==> src/rtl/seven_seg_display_ctrl.sv <==
// Multi-digit seven-segment controller: hex or decimal (double-dabble) display with
// leading-zero blanking, overflow dashes, per-digit blink and decimal points.
module seven_seg_display_ctrl #(
    parameter int unsigned NUM_DIGITS = 6,
    parameter int unsigned VALUE_W    = 20,
    parameter int unsigned BLINK_DIV  = 25000000
) (
    input  logic                      clk,
    input  logic                      rst,
    input  logic                      load,
    input  logic [VALUE_W-1:0]        value,
    input  logic                      hex_mode,
    input  logic                      blank_lz,
    input  logic [NUM_DIGITS-1:0]     blink_mask,
    input  logic [NUM_DIGITS-1:0]     dp_mask,
    output logic                      ready,
    output logic [8*NUM_DIGITS-1:0]   segs
);

    localparam int unsigned DW = 4 * NUM_DIGITS;
    localparam int unsigned CW = (BLINK_DIV > 1) ? $clog2(BLINK_DIV) : 1;
    localparam int unsigned IW = $clog2(VALUE_W + 1);

    function automatic logic [63:0] pow10(input int unsigned n);
        logic [63:0] r;
        r = 64'd1;
        for (int unsigned i = 0; i < n; i++) r = r * 64'd10;
        return r;
    endfunction

    localparam logic [63:0] DEC_LIMIT = pow10(NUM_DIGITS);

    function automatic logic [6:0] glyph(input logic [3:0] n);
        case (n)
            4'h0: glyph = 7'h40;
            4'h1: glyph = 7'h79;
            4'h2: glyph = 7'h24;
            4'h3: glyph = 7'h30;
            4'h4: glyph = 7'h19;
            4'h5: glyph = 7'h12;
            4'h6: glyph = 7'h02;
            4'h7: glyph = 7'h78;
            4'h8: glyph = 7'h00;
            4'h9: glyph = 7'h10;
            4'hA: glyph = 7'h08;
            4'hB: glyph = 7'h03;
            4'hC: glyph = 7'h46;
            4'hD: glyph = 7'h21;
            4'hE: glyph = 7'h06;
            default: glyph = 7'h0E;
        endcase
    endfunction

    typedef enum logic [1:0] {IDLE, CONVERT, UPDATE} state_t;

    state_t                          state;
    logic [VALUE_W-1:0]              val_q;
    logic [VALUE_W-1:0]              sh_q;
    logic                            hex_q;
    logic                            blz_q;
    logic [DW-1:0]                   bcd_q;
    logic [IW-1:0]                   iter_q;
    logic [NUM_DIGITS-1:0][6:0]      glyph_q;
    logic [CW-1:0]                   blink_cnt;
    logic                            phase;

    logic [DW-1:0]                   bcd_adj;
    logic [DW+VALUE_W-1:0]           ext;
    logic                            ovf;
    logic                            lead;
    logic [DW-1:0]                   nibbles;
    logic [NUM_DIGITS-1:0][6:0]      new_glyph;
    logic [NUM_DIGITS-1:0][6:0]      disp;
    logic [8*NUM_DIGITS-1:0]         segs_next;

    always_comb begin
        bcd_adj = bcd_q;
        for (int unsigned i = 0; i < NUM_DIGITS; i++) begin
            if (bcd_q[4*i +: 4] >= 4'd5) bcd_adj[4*i +: 4] = bcd_q[4*i +: 4] + 4'd3;
        end
    end

    // Digits are resolved from the top down so blanking stops at the first nonzero digit.
    always_comb begin
        ext       = (DW + VALUE_W)'(val_q);
        ovf       = hex_q ? ((ext >> DW) != '0) : (64'(val_q) >= DEC_LIMIT);
        nibbles   = hex_q ? ext[DW-1:0] : bcd_q;
        lead      = blz_q;
        new_glyph = '1;
        for (int unsigned k = 0; k < NUM_DIGITS; k++) begin
            if (ovf) begin
                new_glyph[NUM_DIGITS-1-k] = 7'h3F;
            end else if (lead && (nibbles[4*(NUM_DIGITS-1-k) +: 4] == 4'd0) && (k != NUM_DIGITS - 1)) begin
                new_glyph[NUM_DIGITS-1-k] = 7'h7F;
            end else begin
                new_glyph[NUM_DIGITS-1-k] = glyph(nibbles[4*(NUM_DIGITS-1-k) +: 4]);
                lead = 1'b0;
            end
        end
    end

    always_comb begin
        disp      = (state == UPDATE) ? new_glyph : glyph_q;
        segs_next = '1;
        for (int unsigned i = 0; i < NUM_DIGITS; i++) begin
            if (!(phase && blink_mask[i])) segs_next[8*i +: 8] = {~dp_mask[i], disp[i]};
        end
    end

    always_ff @(posedge clk or posedge rst) begin
        if (rst) begin
            state   <= IDLE;
            ready   <= 1'b1;
            glyph_q <= '1;
            val_q   <= '0;
            sh_q    <= '0;
            hex_q   <= 1'b0;
            blz_q   <= 1'b0;
            bcd_q   <= '0;
            iter_q  <= '0;
        end else begin
            case (state)
                IDLE: begin
                    if (load) begin
                        val_q <= value;
                        sh_q  <= value;
                        hex_q <= hex_mode;
                        blz_q <= blank_lz;
                        ready <= 1'b0;
                        if (hex_mode) begin
                            state <= UPDATE;
                        end else begin
                            bcd_q  <= '0;
                            iter_q <= '0;
                            state  <= CONVERT;
                        end
                    end
                end
                CONVERT: begin
                    bcd_q  <= {bcd_adj[DW-2:0], sh_q[VALUE_W-1]};
                    sh_q   <= {sh_q[VALUE_W-2:0], 1'b0};
                    iter_q <= iter_q + IW'(1);
                    if (iter_q == IW'(VALUE_W - 1)) state <= UPDATE;
                end
                UPDATE: begin
                    glyph_q <= new_glyph;
                    ready   <= 1'b1;
                    state   <= IDLE;
                end
                default: state <= IDLE;
            endcase
        end
    end

    always_ff @(posedge clk or posedge rst) begin
        if (rst) begin
            blink_cnt <= '0;
            phase     <= 1'b0;
        end else if (blink_cnt == CW'(BLINK_DIV - 1)) begin
            blink_cnt <= '0;
            phase     <= ~phase;
        end else begin
            blink_cnt <= blink_cnt + CW'(1);
        end
    end

    always_ff @(posedge clk or posedge rst) begin
        if (rst) segs <= '1;
        else     segs <= segs_next;
    end

endmodule

==> config.mk <==
export PLATFORM = sky130hd
export DESIGN_NAME = seven_seg_display_ctrl
export DESIGN_NICKNAME = d
export VERILOG_FILES = /design/src/rtl/seven_seg_display_ctrl.sv
export SDC_FILE = /design/constraint.sdc
export NUM_CORES = 1
export LEC_CHECK = 0
export BUFFER_PORTS_ARGS = -buffer_cell sky130_fd_sc_hd__buf_4
export CORE_MARGIN = 3
export CORE_UTILIZATION = 55
export DETAILED_ROUTE_END_ITERATION = 8
export GPL_ROUTABILITY_DRIVEN = 0
export PLACE_DENSITY_LB_ADDON = 0.25
export SLEW_MARGIN = 15
export SYNTH_ARGS = -nofsm -noshare
export SYNTH_HDL_FRONTEND = slang
export SYNTH_SLANG_ARGS = --single-unit
==> constraint.sdc <==
create_clock -name clk -period 6.7 [get_ports clk]
set_clock_uncertainty 0.05 [all_clocks]
set_input_delay 1.005 -clock clk [delete_from_list [all_inputs] [get_ports clk]]
set_output_delay 1.005 -clock clk [all_outputs]
set_load 0.05 [all_outputs]
==> impl_metrics.ini, run 1 <==
[clock_tree]
cts_tree = built
cts_hold_buf = 0
path_clk_slew_ns = 0.07
cts_inserted_buffers = 17
htree_levels = 4
cts_sinks = 190
cts_resized = 0
clock_latency_ns = 0.43
clk_path_buf_depth = 2
cts_root_buffer = clkbuf_16
cts_setup_buffers = 0

[drt]
ant_nets = 0
vias = 7266
routedWlPerCell_um = 15.8
viasPerCell = 5.63
post-route-drc-count = 0
routed_wl_mm = 20.4
drt_iter0_markers = 434
dr.pass1.iters = 5

[global_routing]
antenna_found_initial = 0
grt_start_max_net_pins = 91
grt_pass1_wl_mm = 33.9
track_usage_pct = 21.1
grt_overflow = 0
grt_pass1_vias = 6732

[power_and_ir_drop]
pwr-share-seq_pct = 35.8
p_int_mw = 3.22
power.density_mw_per_mm2 = 514
p_leak_nw = 5.03
pwr-share-clk_pct = 16.1
vdd_drop_max_mv = 0.322
p_sw_mw = 2.48
sw_frac_of_total_pct = 43.5
p_comb_share_pct = 48.1

[synthesis]
synthMuxAreaShare_pct = 4.89
syn_inst = 989
synth_xor_area_share_pct = 3.13
yosys.area.top_type_share_pct = 25.3
yosysSeqAreaShare_pct = 49.6
ys.flop_type = dfrtp_1
synth_edf_count = 0
ys_warn_count = 0
synth_top_family_by_area = simple AND/OR/NAND/NOR gates
syn_avg_cell_area_um2 = 9.92
synth_fa_ha_area_share_pct = 6.25
synth-simple-area-share_pct = 18.6
synthTopCellsByArea = dfrtp_1 (25%), dfstp_2 (24%), nand2_1 (7.1%)
synthTopCellsByCount = nand2_1 (186), dfrtp_1 (99), dfstp_2 (91), nor2_1 (78), ha_1 (49)
ys_types = 69
ys_ff_latch = 190
syn_nets = 1075
synthArstFlopShare_pct = 100
synth_top_cell_by_area = dfrtp_1
yosysMostFrequentCell = nand2_1
mappedNetlistArea_mm2 = 0.00981
synth-compound-area-share_pct = 13.9

[cells_and_area]
area_growth_pct = 13.1
drive_gt1_share_pct = 23.8
utilization_pct = 63.9
antenna_cells = 0
multi_input_area_mm2 = 0.00459
fillers = 1424
final_area_mm2 = 0.0111
layout.nets = 1139
ff_latch_area_mm2 = 0.00487
fin_cells = 1291

[timing]
hold_viol = 0
finalCritPeriodShare_pct = 50.4
slew_headroom_pct = 27.0
finalSetupViolations = 0
period_needed_ns = 3.38
rsz0062_at_grt = false
setup_tns_ns = 0
max_freq_mhz = 296
worst-slew-pin-transition_ns = 1.06
finalMaxSlewViolations = 0

[job]
maxCapViolations = 0

[place]
portBuffers = 85
dp_hpwl_mm = 14.2
placedCellCount = 1259
placed_cell_area_mm2 = 0.0106

[worst_setup_path]
cp-end-kind = register
cp.required_ns = 7.00
crit_type = reg -> reg
worstPathArrival_ns = 3.67
start_kind = register
path_max_fanout = 46

[floorplan]
dieWidth_um = 140
core_area_mm2 = 0.0174
rows = 48
initial_core_util_pct = 56.5
io_pins = 86
die_area_mm2 = 0.0195
die_y_um = 140

[hold_path]
hold_class = reg -> reg

[run_status]
status = finished, final reports clean
worst max-delay path: stages (launching register included):
cell      delay, ns
dfrtp_2        0.41
buf_4          0.48
mux2_2         0.45
inv_1          0.13
ha_1           0.20
and3_1         0.21
o211ai_4       0.10
nor4b_4        0.59
a31oi_2        0.36
a31oi_1        0.27
routing by layer:
metal  share of wire (%)  global-route usage, %
met1                  49                   32.1
met4                 1.0                   6.07
met3                 5.5                   4.54
met5                   0                      0
met2                  45                   30.8
placed cells by master, fill, tap and decap left out, types with 10 or more instances in the layout:
master     synthesis  final
mux2_2            14     14
nor2_1            78     77
nand2b_1          22     21
nand2_1          186    186
o211ai_1          22     22
xor2_1            22     22
ha_1              49     49
xnor2_1           13     13
o21ai_0           46     46
dfstp_2           91     91
a21oi_1           23     23
a31oi_1           14     14
dfrtp_1           99     98
buf_4              3     92
inv_1             36     35
nand3_1           43     43
clkbuf_16          0     17
nand4_1           10     10
mux2i_1           19     19
nor3_1            14     14
a22o_1            10     10
o22ai_1           13     13
logic make-up (layout without fill, tap and decap cells):
kind of cell | after synthesis | after routing
AND/OR/NAND/NOR | 397 | 397
multiplexers | 40 | 40
XOR/XNOR | 35 | 35
flip-flops | 190 | 190
AO/OA/AOI/OAI | 195 | 195
buffers and inverters | 83 | 160
adder cells (fa/ha/maj) | 49 | 49
sequential cells by signal, summed over array words and instances (netlist names), 2 cells and up:
register,flops
sh_q,20
bcd_q,24
blink_cnt,25
glyph_q,42
iter_q,5
val_q,20
segs,48
state,2
power groups by stage:
stage	Sequential, mW	Combinational, mW	Clock (mW)
6_report	2.04	2.74	0.916
5_1_grt	2.10	3.03	0.985
4_1_cts	2.04	2.74	0.935
3_5_place_dp	2.06	2.72	0
3_3_place_gp	2.04	2.67	0
2_1_floorplan	2.40	1.74	0
worst paths after layout:
check / startpoint / end / slack, ns / depth (start not counted)
worst min register to register: glyph_q[6]$_DFF_PP1_ / glyph_q[6]$_DFF_PP1_ / 0.42 / 2
worst max register to register: hex_q$_DFFE_PP0P_ / segs[10]$_DFF_PP1_ / 3.32 / 9
max in group asynchronous: rst / blink_cnt[3]$_DFF_PP0_ / 4.56 / 3
worst min-delay path: glyph_q[6]$_DFF_PP1_ / glyph_q[6]$_DFF_PP1_ / 0.42 / 2
worst max-delay path: hex_q$_DFFE_PP0P_ / segs[10]$_DFF_PP1_ / 3.32 / 9
min in group asynchronous: rst / bcd_q[23]$_DFFE_PP0P_ / 0.71 / 2
metrics by stage:
stage | worst slack, ns | hold WS (ns) | total power, mW
floorplan | 0.625 | 0.396 | 4.14
global placement | 3.38 | 0.407 | 4.71
detailed placement | 3.34 | 0.410 | 4.78
CTS | 3.32 | 0.420 | 5.72
global route | 3.11 | 0.445 | 6.11
finish | 3.32 | 0.425 | 5.70
area by class of cell:
class | count | share of cell area, %
clock buffers | 21 | 3.97
clock inverters | 11 | 0.778
inverters | 36 | 1.26
multi-input cells | 716 | 41.3
flip-flops and latches | 190 | 43.9
well taps | 225 | 2.54
repair buffers | 92 | 6.22
(Power assumes the default switching activity.)
==> run 2, diff against run 1 <==
--- a/config.mk
+++ b/config.mk
@@ -7,7 +7,7 @@
 export LEC_CHECK = 0
 export BUFFER_PORTS_ARGS = -buffer_cell sky130_fd_sc_hd__buf_4
 export CORE_MARGIN = 3
-export CORE_UTILIZATION = 55
+export CORE_UTILIZATION = 54
 export DETAILED_ROUTE_END_ITERATION = 8
 export GPL_ROUTABILITY_DRIVEN = 0
 export PLACE_DENSITY_LB_ADDON = 0.25
==> constraint.sdc (replaced) <==
create_clock -name clk -period 2.72 [get_ports clk]
set_clock_uncertainty 0.05 [all_clocks]
set_input_delay 0.408 -clock clk [delete_from_list [all_inputs] [get_ports clk]]
set_output_delay 0.408 -clock clk [all_outputs]
set_load 0.05 [all_outputs]
==> run 2 against run 1 <==
Combinational power grew to 2.6 times the previous value. Hold slack worse by 0.39 ns. Non-clock buffer count increased by 24. Critical path depth rose by 1. First-iteration DRC count grew 24%. Sequential power is 150% higher. Critical path type unchanged.
==> impl_metrics.ini, run 2 (same netlist as run 1, synthesis figures left out) <==
[drt]
drt_iter0_markers = 539
routedWlPerCell_um = 15.9
viasPerCell = 5.63
routed_wl_mm = 20.9
dr.pass1.iters = 5
ant_nets = 0
post-route-drc-count = 0
vias = 7397

[global_routing]
grt_pass1_vias = 7044
grt_overflow = 0
grt_start_max_net_pins = 67
grt_pass1_wl_mm = 35.3
track_usage_pct = 21.8
antenna_found_initial = 0

[floorplan]
dieWidth_um = 141
rows = 48
core_area_mm2 = 0.0175
die_area_mm2 = 0.0198
io_pins = 86
die_y_um = 141
initial_core_util_pct = 55.9

[timing]
max_freq_mhz = 390
finalCritPeriodShare_pct = 94.2
setup_tns_ns = 0
finalSetupViolations = 0
hold_viol = 0
rsz0062_at_grt = false
final.setup.worst_slack_ns = 0.157
period_needed_ns = 2.56
holdWs_ns = 0.0313
worst-slew-pin-transition_ns = 0.809
finalMaxSlewViolations = 0
slew_headroom_pct = 46.1

[worst_setup_path]
cp.required_ns = 3.02
start_kind = register
r2r_slack_ns = 0.16
worstPathArrival_ns = 2.87
path_max_fanout = 18
cp-end-kind = register
worstReg2RegEnd = segs[18]$_DFF_PP1_
crit_type = reg -> reg
timing.rr.start = hex_q$_DFFE_PP0P_
worstRegToRegCells = 10

[hold_path]
hold_class = in -> reg
holdPathStages = 2
hold_end = segs[7]$_DFF_PP1_
min_from = dp_mask[0]

[clock_tree]
clk_path_buf_depth = 2
cts_root_buffer = clkbuf_16
clock_latency_ns = 0.44
htree_levels = 4
cts_hold_buf = 0
cts_inserted_buffers = 17
path_clk_slew_ns = 0.08
cts_sinks = 190
cts_tree = built

[place]
pre_cts_slack_ns = 0.107
dp_hpwl_mm = 14.9
portBuffers = 85

[cells_and_area]
final_common_cell = nand2_1
fillers = 1430
drive_gt1_share_pct = 25.9
area_growth_pct = 16.4
final_cell_mix = nand2_1 (186), buf_4 (111), dfrtp_1 (98), dfstp_2 (91), nor2_1 (77)
antenna_cells = 0
utilization_pct = 65.1
reg_top3 = segs x48, glyph_q x42, blink_cnt x25
layout.nets = 1163
largest_register_ffs = 48
largest-register = segs

[power_and_ir_drop]
vdd_drop_max_mv = 0.783
power.density_mw_per_mm2 = 1270
p_leak_nw = 5.22

[job]
maxCapViolations = 0

[run_status]
status = finished, final reports clean
-- run 2: worst max-delay path: stages, from the launching register on --
cell and delay [ns]:
dfrtp_2 0.45, buf_4 0.26, nand2b_1 0.21, ha_1 0.26, and3_1 0.23, o211ai_4 0.11
nor4b_4 0.29, buf_4 0.18, buf_4 0.15, nor3_1 0.07, o21ai_0 0.23
-- run 2: layout make-up --
type                            count  area, µm²  area share (%)
Sequential cell                   190       4870            42.7
Multi-Input combinational cell    716       4600            40.3
Timing Repair Buffer              116        933            8.18
Clock buffer                       21        460            4.03
Tap cell                          225        282            2.47
Inverter                           36        139            1.22
Clock inverter                     11        131            1.15
-- run 2: repair_timing --
item                                    CTS  global route
hold endpoints to repair                  0             0
buffers inserted                          0             1
resized for setup                         0             3
endpoints found under the setup margin    0            14
-- run 2: stage by stage --
stage | cells | total power [mW] | area, µm²
final | 1315 | 14.5 | 11400
after global routing | 1315 | 15.5 | 11400
after CTS | 1314 | 14.5 | 11400
after detailed placement | 1282 | 12.0 | 10800
after global placement | 1282 | 11.8 | 10800
after floorplan | 989 | 10.2 | 9820
-- run 2: layer usage --
| metal | share of wire, % | vias to the layer above | track usage (%) | routed length (µm) |
|---|---|---|---|---|
| li1 | - | 3639 | - | - |
| met4 | 1.5 | 0 | 6.37 | 320 |
| met5 | 0 | - | 0 | 0 |
| met1 | 50 | 3522 | 33.1 | 10400 |
| met2 | 44 | 212 | 32.0 | 9100 |
| met3 | 5.3 | 24 | 4.17 | 1110 |
-- run 2: worst max path at each step --
stage / start / slack (ns) / end / depth (start not counted)
2_1_floorplan: rst / -0.11 / bcd_q[0]$_DFFE_PP0P_ / 1
3_3_place_gp: hex_q$_DFFE_PP0P_ / 0.21 / segs[30]$_DFF_PP1_ / 8
3_5_place_dp: hex_q$_DFFE_PP0P_ / 0.11 / glyph_q[7]$_DFF_PP1_ / 8
4_1_cts: hex_q$_DFFE_PP0P_ / 0.1 / glyph_q[7]$_DFF_PP1_ / 8
5_1_grt: hex_q$_DFFE_PP0P_ / 0.01 / glyph_q[17]$_DFF_PP1_ / 10
6_report: hex_q$_DFFE_PP0P_ / 0.16 / segs[18]$_DFF_PP1_ / 10
-- run 2: power by group --
group	switching (mW)	total, mW	internal, mW
logic	4.41	7.02	2.61
clock network	1.08	2.50	1.42
registers	0.708	5.00	4.29
